### src/rtl/branch_history_table_pkg.sv
// Shared CPU types for the branch predictor: resolved-branch update bundle,
// predictor sweep states and the counter value written by the init sweep.
package branch_history_table_pkg;

   // Single-cycle branch resolution report from the execution-condition register file
   typedef struct packed {
      logic        en;
      logic [31:0] pc;
      logic        actual_taken;
   } bp_update_t;

   // Predictor table state: sweeping the array, or answering lookups
   typedef enum logic {
      INIT = 1'b0,
      RUN  = 1'b1
   } bht_state_e;

   // Weakly not-taken: one taken resolution flips the prediction
   localparam logic [1:0] BHT_WEAK_NT = 2'b01;

endpackage

### src/rtl/branch_history_table_sat_counter2.sv
// bp_sat_counter2: next-state of a 2-bit saturating direction counter.
// Kept as its own module so a later tournament chooser can reuse it.
module bp_sat_counter2 (
   input  logic [1:0] old_cnt,
   input  logic       taken,
   output logic [1:0] new_cnt
);

   // Count toward the resolved direction, clamping at 2'b00 and 2'b11
   always_comb begin
      new_cnt = old_cnt;
      if (taken) begin
         if (old_cnt != 2'b11) new_cnt = old_cnt + 2'd1;
      end else begin
         if (old_cnt != 2'b00) new_cnt = old_cnt - 2'd1;
      end
   end

endmodule

### src/rtl/branch_history_table.sv
// branch_history_table: 2-bit saturating-counter direction predictor with a
// sequential initialisation sweep after reset/flush and two saturating
// performance counters.
// Build option: define BP_GSHARE_EN to XOR a global history register into
// both the lookup and the update index (gshare); undefined gives a plain
// PC-indexed bimodal table with identical ports.
module branch_history_table
   import branch_history_table_pkg::*;
#(
   parameter int BHT_ENTRIES = 64,
   parameter int HIST_W      = 6,
   parameter int CNT_W       = 32
) (
   input  logic             clk,
   input  logic             rst_n,
   input  bp_update_t       bp_update,
   input  logic [31:0]      lookup_pc,
   output logic             pred_taken,
   output logic             pred_ready,
   input  logic             flush_req,
   output logic [CNT_W-1:0] perf_updates,
   output logic [CNT_W-1:0] perf_mispred
);

   localparam int IDX_W = $clog2(BHT_ENTRIES);

   bht_state_e       state_reg;
   logic [IDX_W-1:0] init_idx_reg;
   logic [CNT_W-1:0] perf_updates_reg;
   logic [CNT_W-1:0] perf_mispred_reg;

   logic [1:0]       cnt_arr [BHT_ENTRIES];
   logic [IDX_W-1:0] ghr_ext;
   logic [IDX_W-1:0] lookup_idx;
   logic [IDX_W-1:0] upd_idx;
   logic [1:0]       upd_old;
   logic [1:0]       upd_new;
   logic             upd_accept;
   logic             init_last;
   logic             unused_bits;

`ifdef BP_GSHARE_EN
   logic [HIST_W-1:0] ghr_reg;

   // Zero-extend the history to index width
   always_comb begin
      ghr_ext               = '0;
      ghr_ext[HIST_W-1:0]   = ghr_reg;
   end

   // Global history: shift in each accepted outcome, clear on flush / re-init
   always_ff @(posedge clk or negedge rst_n) begin
      if (!rst_n) begin
         ghr_reg <= '0;
      end else if (state_reg == INIT || flush_req) begin
         ghr_reg <= '0;
      end else if (upd_accept) begin
         ghr_reg <= HIST_W'({ghr_reg, bp_update.actual_taken});
      end
   end

   assign unused_bits = ^{lookup_pc[31:IDX_W+2], lookup_pc[1:0],
                          bp_update.pc[31:IDX_W+2], bp_update.pc[1:0]};
`else
   assign ghr_ext     = '0;
   assign unused_bits = ^{lookup_pc[31:IDX_W+2], lookup_pc[1:0],
                          bp_update.pc[31:IDX_W+2], bp_update.pc[1:0], 1'(HIST_W)};
`endif

   // Table indices; the update side uses the history as it stands at resolve time
   always_comb begin
      lookup_idx = lookup_pc[IDX_W+1:2] ^ ghr_ext;
      upd_idx    = bp_update.pc[IDX_W+1:2] ^ ghr_ext;
   end

   assign upd_accept = bp_update.en && (state_reg == RUN) && !flush_req;
   assign init_last  = (init_idx_reg == IDX_W'(BHT_ENTRIES - 1));
   assign upd_old    = cnt_arr[upd_idx];

   bp_sat_counter2 u_sat (
      .old_cnt (upd_old),
      .taken   (bp_update.actual_taken),
      .new_cnt (upd_new)
   );

   // Sweep / run state machine; flush restarts the sweep from entry 0
   always_ff @(posedge clk or negedge rst_n) begin
      if (!rst_n) begin
         state_reg    <= INIT;
         init_idx_reg <= '0;
      end else begin
         case (state_reg)
            INIT: begin
               if (flush_req) begin
                  init_idx_reg <= '0;
               end else if (init_last) begin
                  state_reg    <= RUN;
                  init_idx_reg <= '0;
               end else begin
                  init_idx_reg <= init_idx_reg + 1'b1;
               end
            end
            RUN: begin
               if (flush_req) begin
                  state_reg    <= INIT;
                  init_idx_reg <= '0;
               end
            end
            default: begin
               state_reg    <= INIT;
               init_idx_reg <= '0;
            end
         endcase
      end
   end

   // Counter array: contents are don't-care until the sweep rewrites them,
   // so the entries carry no reset
   genvar gi;
   generate
      for (gi = 0; gi < BHT_ENTRIES; gi++) begin : g_cnt
         logic [1:0] cnt_reg;

         // Sweep write has priority; otherwise take the accepted update
         always_ff @(posedge clk) begin
            if (state_reg == INIT && init_idx_reg == IDX_W'(gi)) begin
               cnt_reg <= BHT_WEAK_NT;
            end else if (upd_accept && upd_idx == IDX_W'(gi)) begin
               cnt_reg <= upd_new;
            end
         end

         assign cnt_arr[gi] = cnt_reg;
      end
   endgenerate

   // Performance counters saturate at all-ones; only rst_n clears them
   always_ff @(posedge clk or negedge rst_n) begin
      if (!rst_n) begin
         perf_updates_reg <= '0;
         perf_mispred_reg <= '0;
      end else if (upd_accept) begin
         if (~&perf_updates_reg) perf_updates_reg <= perf_updates_reg + 1'b1;
         if (upd_old[1] != bp_update.actual_taken && ~&perf_mispred_reg)
            perf_mispred_reg <= perf_mispred_reg + 1'b1;
      end
   end

   // Zero-latency lookup, no bypass from a same-cycle update; forced low while sweeping
   always_comb begin
      pred_ready = (state_reg == RUN);
      pred_taken = pred_ready & cnt_arr[lookup_idx][1];
   end

   assign perf_updates = perf_updates_reg;
   assign perf_mispred = perf_mispred_reg;

endmodule

### config.mk
export PLATFORM = sky130hd
export DESIGN_NAME = branch_history_table
export DESIGN_NICKNAME = d
export VERILOG_FILES = /design/src/rtl/branch_history_table_pkg.sv /design/src/rtl/branch_history_table_sat_counter2.sv /design/src/rtl/branch_history_table.sv
export SDC_FILE = /design/constraint.sdc
export NUM_CORES = 1
export LEC_CHECK = 0
export BUFFER_PORTS_ARGS = -buffer_cell sky130_fd_sc_hd__buf_4
export CAP_MARGIN = 0
export CORE_MARGIN = 2
export CORE_UTILIZATION = 35
export CTS_CLUSTER_DIAMETER = 40
export DETAILED_ROUTE_END_ITERATION = 8
export PLACE_DENSITY_LB_ADDON = 0.3
export SYNTH_ARGS = -nofsm -noshare
export SYNTH_HDL_FRONTEND = slang
export SYNTH_HIERARCHICAL = 1
export SYNTH_SLANG_ARGS = --single-unit
### constraint.sdc
create_clock -name clk -period 6.45 [get_ports clk]
set_input_delay 0 -clock clk [delete_from_list [all_inputs] [get_ports clk]]
set_output_delay 0 -clock clk [all_outputs]
set_load 0.005 [all_outputs]
## Word level (Yosys, flattened, before mapping)

Cells that the tools add are included.

| word-level totals | value |
|---|---|
| word-level logic and storage cells | 366 |
| flip-flop bits (word level) | 199 |

| cells by class | value |
|---|---|
| bitwise gates (word level) | 5 |
| reductions and logical operators | 140 |
| $lt $le $gt $ge | 2 |
| add/sub/neg operators | 5 |
| mux-type cells | 17 |
| eq/ne operators | 129 |

Operators with widths:

| kind | number |
|---|---|
| == test 6 bit (second input constant) | 64 |
| == test 6 x 5 -> 1 bit (second input constant) | 32 |
| logical AND 1 bit | 131 |
| == test 6 x 4 -> 1 bit (second input constant) | 16 |
| adder 32 x 1 -> 32 bit (second input constant) | 2 |
| AND reduction 32 bit | 2 |
| == test 6 x 3 -> 1 bit (second input constant) | 8 |
| binary-select mux 2 bit (select 6 bit) | 2 |
| == test 6 x 2 -> 1 bit (second input constant) | 4 |
| two-way mux 6 bit | 3 |
| >= comparator 7 bit (second input constant) | 2 |
| two-way mux 2 bit | 7 |
| NOT 6 -> 7 bit | 2 |
| == test 6 x 1 -> 1 bit (second input constant) | 2 |
| logical NOT 6 bit | 2 |
| one-hot mux 6 bit (2 select lines) | 1 |
| adder 6 x 1 -> 6 bit (second input constant) | 1 |
| != test 2 bit (second input constant) | 2 |
| AND reduction 2 bit | 2 |
| two-way mux 1 bit | 3 |
| adder 2 x 1 -> 2 bit (second input constant) | 1 |
| logical NOT 1 bit | 2 |
| NOT 1 bit | 2 |
| one-hot mux 1 bit (2 select lines) | 1 |
| other kinds (4) | 4 |

## Logic depth before layout (Yosys ltp)

| logic depth | value |
|---|---|
| word-level depth | 7 |
| mapped depth | 13 |
| gate-level depth less buffers | 9 |

## Hierarchy

Netlist, hierarchy kept.

Modules (own cells, without submodules):

| module | instances | sequential area each (µm²) | cells each | area an instance (µm²) |
|---|---|---|---|---|
| branch_history_table | 1 | 4339.2 | 1022 | 10455.0 |
| bp_sat_counter2 | 1 | 0.0 | 3 | 26.3 |

## Worst setup path after synthesis

Ideal clock, no wire load.

| timing path | value |
|---|---|
| path type | input to register |
| start point | in bp_update[3] (netlist bit) |
| end point | reg g_cnt[11].cnt_reg[1] |
| path buffers | 6 |
| slack | 3.299 ns |
| required time | 6.309 ns |
| stages on the path | 12 |
| arrival time | 3.010 ns |
| cell sequence | buf_6 > buf_6 > buf_6 > buf_2 > mux4_2 > mux4_2 > mux4_2 > maj3_2 > clkbuf_1 > clkbuf_1 > mux2i_1 > a31oi_1 |

| between the ends | value |
|---|---|
| word-level cells in the longest chain between the ends | 7 |
| elaborated cells between the ends (all ways) | 13 |

Ends and longest elaborated chain:

| what | RTL line | source |
|---|---|---|
| start: declaration | branch_history_table.sv:16 | `input bp_update_t bp_update,` |
| NOT 6 -> 7 bit (implied by the code) * | branch_history_table.sv:78 | `assign upd_old = cnt_arr[upd_idx];` |
| binary-select mux 2 bit (select 6 bit) * | branch_history_table.sv:78 |  |
| two-way mux 2 bit (implied by the code) * (2 in series) | branch_history_table.sv:78 |  |
| net upd_old[0] | branch_history_table.sv:36 | `logic [1:0] upd_old;` |
| subtractor 2 x 1 -> 2 bit, or another cell as far along | branch_history_table_sat_counter2.sv:15 | `if (old_cnt != 2'b00) new_cnt = old_cnt - 2'd1;` |
| two-way mux 2 bit, on equally long branches | branch_history_table_sat_counter2.sv:15, branch_history_table_sat_counter2.sv:13 |  |
| two-way mux 2 bit * | branch_history_table_sat_counter2.sv:12 | `if (taken) begin` |
| net upd_new[1] | branch_history_table.sv:37 | `logic [1:0] upd_new;` |
| end signal: assignment | branch_history_table.sv:129 | `cnt_reg <= upd_new;` |
| end: declaration | branch_history_table.sv:122 | `logic [1:0] cnt_reg;` |

Mark *: on every way through the listed nets, which the timed path passes. The rest lies on a longest branch. The select of a mux whose other input is x is not followed.
A chain may end at the register's enable or synchronous reset.

## Final worst setup path

| timing path | value |
|---|---|
| start point | reg g_cnt[15].cnt_reg[0] |
| end point | reg g_cnt[60].cnt_reg[1] |

| between the ends | value |
|---|---|
| word-level cells in the longest chain between the ends | 6 |
| elaborated cells between the ends (all ways) | 10 |

Ends and longest elaborated chain:

| what | RTL line |
|---|---|
| start: declaration | branch_history_table.sv:122 |
| start signal: assignment | branch_history_table.sv:129 |
| binary-select mux 2 bit (select 6 bit) * | branch_history_table.sv:78 |
| two-way mux 2 bit (implied by the code) * (2 in series) | branch_history_table.sv:78 |
| net upd_old[0] | branch_history_table.sv:36 |
| subtractor 2 x 1 -> 2 bit, or another cell as far along | branch_history_table_sat_counter2.sv:15 |
| two-way mux 2 bit, on equally long branches | branch_history_table_sat_counter2.sv:15, branch_history_table_sat_counter2.sv:13 |
| two-way mux 2 bit * | branch_history_table_sat_counter2.sv:12 |
| net upd_new[1] | branch_history_table.sv:37 |
| end signal: assignment | branch_history_table.sv:129 |
| end: declaration | branch_history_table.sv:122 |

Marks and branches as above.

==> metrics.csv <==
stage,metric,value,unit
outcome,outcome,finished clean,
detailed_routing,dr.first_iter.drc_count,590,
synth,yosysSeqAreaShare,0.414,
timing,final-max-slew-violation-count,0,
placement,gp_congestion,0.831,
detailed_routing,post_drt_wl_per_cell,20.0,um
finish,final_nets,1137,
grt,antenna_found_initial,0,
cts,clkLatencyLatePin,450,ps
synth,ys_warn_count,6,
timing,tightest_slew,1270,ps
setup_path,worstSetupPathType,flip-flop to flip-flop,
synth,synth_cells,1025,
setup_path,crit_top_cell,mux4_2,
die,die_area,31300,um2
setup_path,timing.rr.start,g_cnt[15].cnt_reg[0],
setup_path,rr_worst_depth,7,
placement,place_area,11300,um2
die,initial_core_util,0.355,
cts,cts_buffers,17,
synth,syn_area,10500,um2
cts,clockRootBuffer,clkbuf_16,
setup_path,path_cells,mux4_2 > mux4_2 > mux4_2 > maj3_2 > buf_4 > mux2i_1 > a21oi_1,
cts,cts_sinks,199,
die,die_h,177,um
cts,tritoncts,built,
synth,yosysMostFrequentCell,mux2i_1,
power_and_ir_drop,p_leak,5.11,nW
synth,synth_area_leaders,"dfxtp_1 (24%), dfrtp_1 (17%), mux2i_1 (14%)",
cts,cts_resized,0,
grt,grt_util_all_layers,0.190,
synth,synth.largest_area_cell,dfxtp_1,
finish,final_area,12000,um2
min_path,min_path_type,input pin to asynchronous set/reset pin,
timing,setup_viol_count_final,0,
synth,synth_area_per_cell,10.2,um2
timing,fmax,313,MHz
setup_path,crit_path_top_delay_cell,maj3_2,
synth,synth_edf_count,0,
synth,yosysTopAreaCellShare,0.244,
finish,largest_reg_flops,128,
placement,pre_cts_ws,2820,ps
setup_path,critPathBufInv,1,
timing,relSlewSlack,0.154,
detailed_routing,first_pass_iters,4,
setup_path,cp.arrival,3500,ps
detailed_routing,vias_per_cell,5.49,
timing,final.period_utilization,0.496,
grt,grt_pass1_wl,45500,um
power_and_ir_drop,vdd_drop_max,149,uV
power_and_ir_drop,p_per_area,213,nW/um2
synth,synthArstFlopShare,0.357,
die,core,29600,um2
setup_path,critPathRequiredTime,6750,ps
detailed_routing,drc_errors,0,
timing,setup_ws,3250,ps
synth,yosysUniqueCellTypes,52,
finish,drive_above_1_share,0.182,
synth,synth_seq_cells,199,
setup_path,critPathLaunchType,flip-flop,
finish,antenna_cells,0,
grt,overflow,0,
setup_path,max_stage_delay,580,ps
cts,cts_setup_buffers,0,
synth,syn_nets,1100,
timing,fin_crit,3200,ps
cts,clk_path_buf_depth,2,
timing,finalHoldViolations,0,
die,ioPinCount,135,
die,num_rows,63,
setup_path,cp_max_fo,34,
finish,syn_to_final_growth,14.4,%
cts,cts_hold_buf,2,
setup_path,crit_path_end_kind,flip-flop,
die,die_w,177,um
cts,clk_pin_slew,80,ps
detailed_routing,num_vias,8043,
setup_path,reg2reg_slack,3250,ps
placement,hpwlAfterDp,19900,um
detailed_routing,ant_nets,0,
job,drv_cap,0,
detailed_routing,routed_wl,29300,um
timing,finClkSkew,15.0,ps
synth,netlist_top_cells_count,"mux2i_1 (145), dfxtp_1 (128), nand2_1 (87)",
cts,ctsHtreeMaxLevel,4,
power_and_ir_drop,finalPower,0.00255,W
timing,fin_tns_setup,0,ps
synth,synth_ff_type,dfxtp_1,
grt,grt_pass1_vias,7630,
placement,io_buffers,82,
grt,grt_max_degree,72,
setup_path,timing.rr.end,g_cnt[60].cnt_reg[1],
timing,rsz0062_at_grt,no,
setup_path,path_delay_family,multiplexers,
[placed cells by master, fill, tap and decap left out, types with 5 or more instances in the layout]
cell / count
mux2i_1: 145
dfxtp_1: 128
buf_4: 93
nand2_1: 87
nor2_1: 72
dfrtp_1: 71
o21ai_0: 66
mux4_2: 52
a31oi_1: 36
nand3_1: 34
a21oi_1: 34
xnor2_1: 31
xor2_1: 31
nand4_1: 20
and3_1: 19
clkbuf_16: 18
nor3_1: 17
nor2b_1: 12
nor4_1: 10
inv_1: 9
and4_1: 9
nand2b_1: 8
ha_1: 6
and2_1: 5
or3_1: 5
[kinds of logic after synthesis]
group / after synthesis / share of synthesized area
simple gates: 321 / 0.155
mux: 200 / 0.253
flops: 199 / 0.414
compound gates: 149 / 0.0813
buf+inv: 86 / 0.0353
xor+xnor: 62 / 0.0518
fa+ha+maj: 8 / 0.00931
[layout make-up]
type	instances	area, um2
inverter	9	33.8
timing repair buffer	95	718
fill	2872	17600
clock buffer	19	464
multi-input combinational	740	5790
tap	390	488
sequential	199	4340
clock inverter	13	159
[through the flow]
step / hold WS, ps / utilization / cells
2_1_floorplan: -296 / - / 1025
3_3_place_gp: 195 / 0.384 / 1431
3_5_place_dp: 190 / 0.384 / 1431
4_1_cts: 195 / 0.406 / 1465
5_1_grt: 250 / 0.406 / 1465
6_report: 227 / 0.406 / 1465
[how the worst max path moves through the flow]
stage                    startpoint                    to  cells past startpoint
3_5_place_dp           bp_update[3]  g_cnt[21].cnt_reg[1]                      8
6_report       g_cnt[15].cnt_reg[0]  g_cnt[60].cnt_reg[1]                      7
5_1_grt                bp_update[3]  g_cnt[53].cnt_reg[1]                      8
3_3_place_gp           bp_update[3]  g_cnt[23].cnt_reg[1]                      8
4_1_cts        g_cnt[15].cnt_reg[0]  g_cnt[23].cnt_reg[1]                      7
2_1_floorplan          bp_update[3]  g_cnt[11].cnt_reg[1]                     12
[report_power, final]
part	switching (W)	internal [W]	leakage, nW
Clock	0.000515	0.000617	0.305
Combinational	0.000118	0.0000513	2.80
Sequential	0.00000760	0.00124	2.00
Total	0.000641	0.00191	5.11
[per-layer routing]
metal,up-vias,wire length [um],GRT usage,share of wire
met5,-,0,0,0
met4,0,716,0.0716,0.024
met3,46,1740,0.0346,0.059
met2,255,13600,0.301,0.47
met1,3929,13200,0.258,0.45
li1,3813,-,-,-
Power figures use the tool's default switching activity.
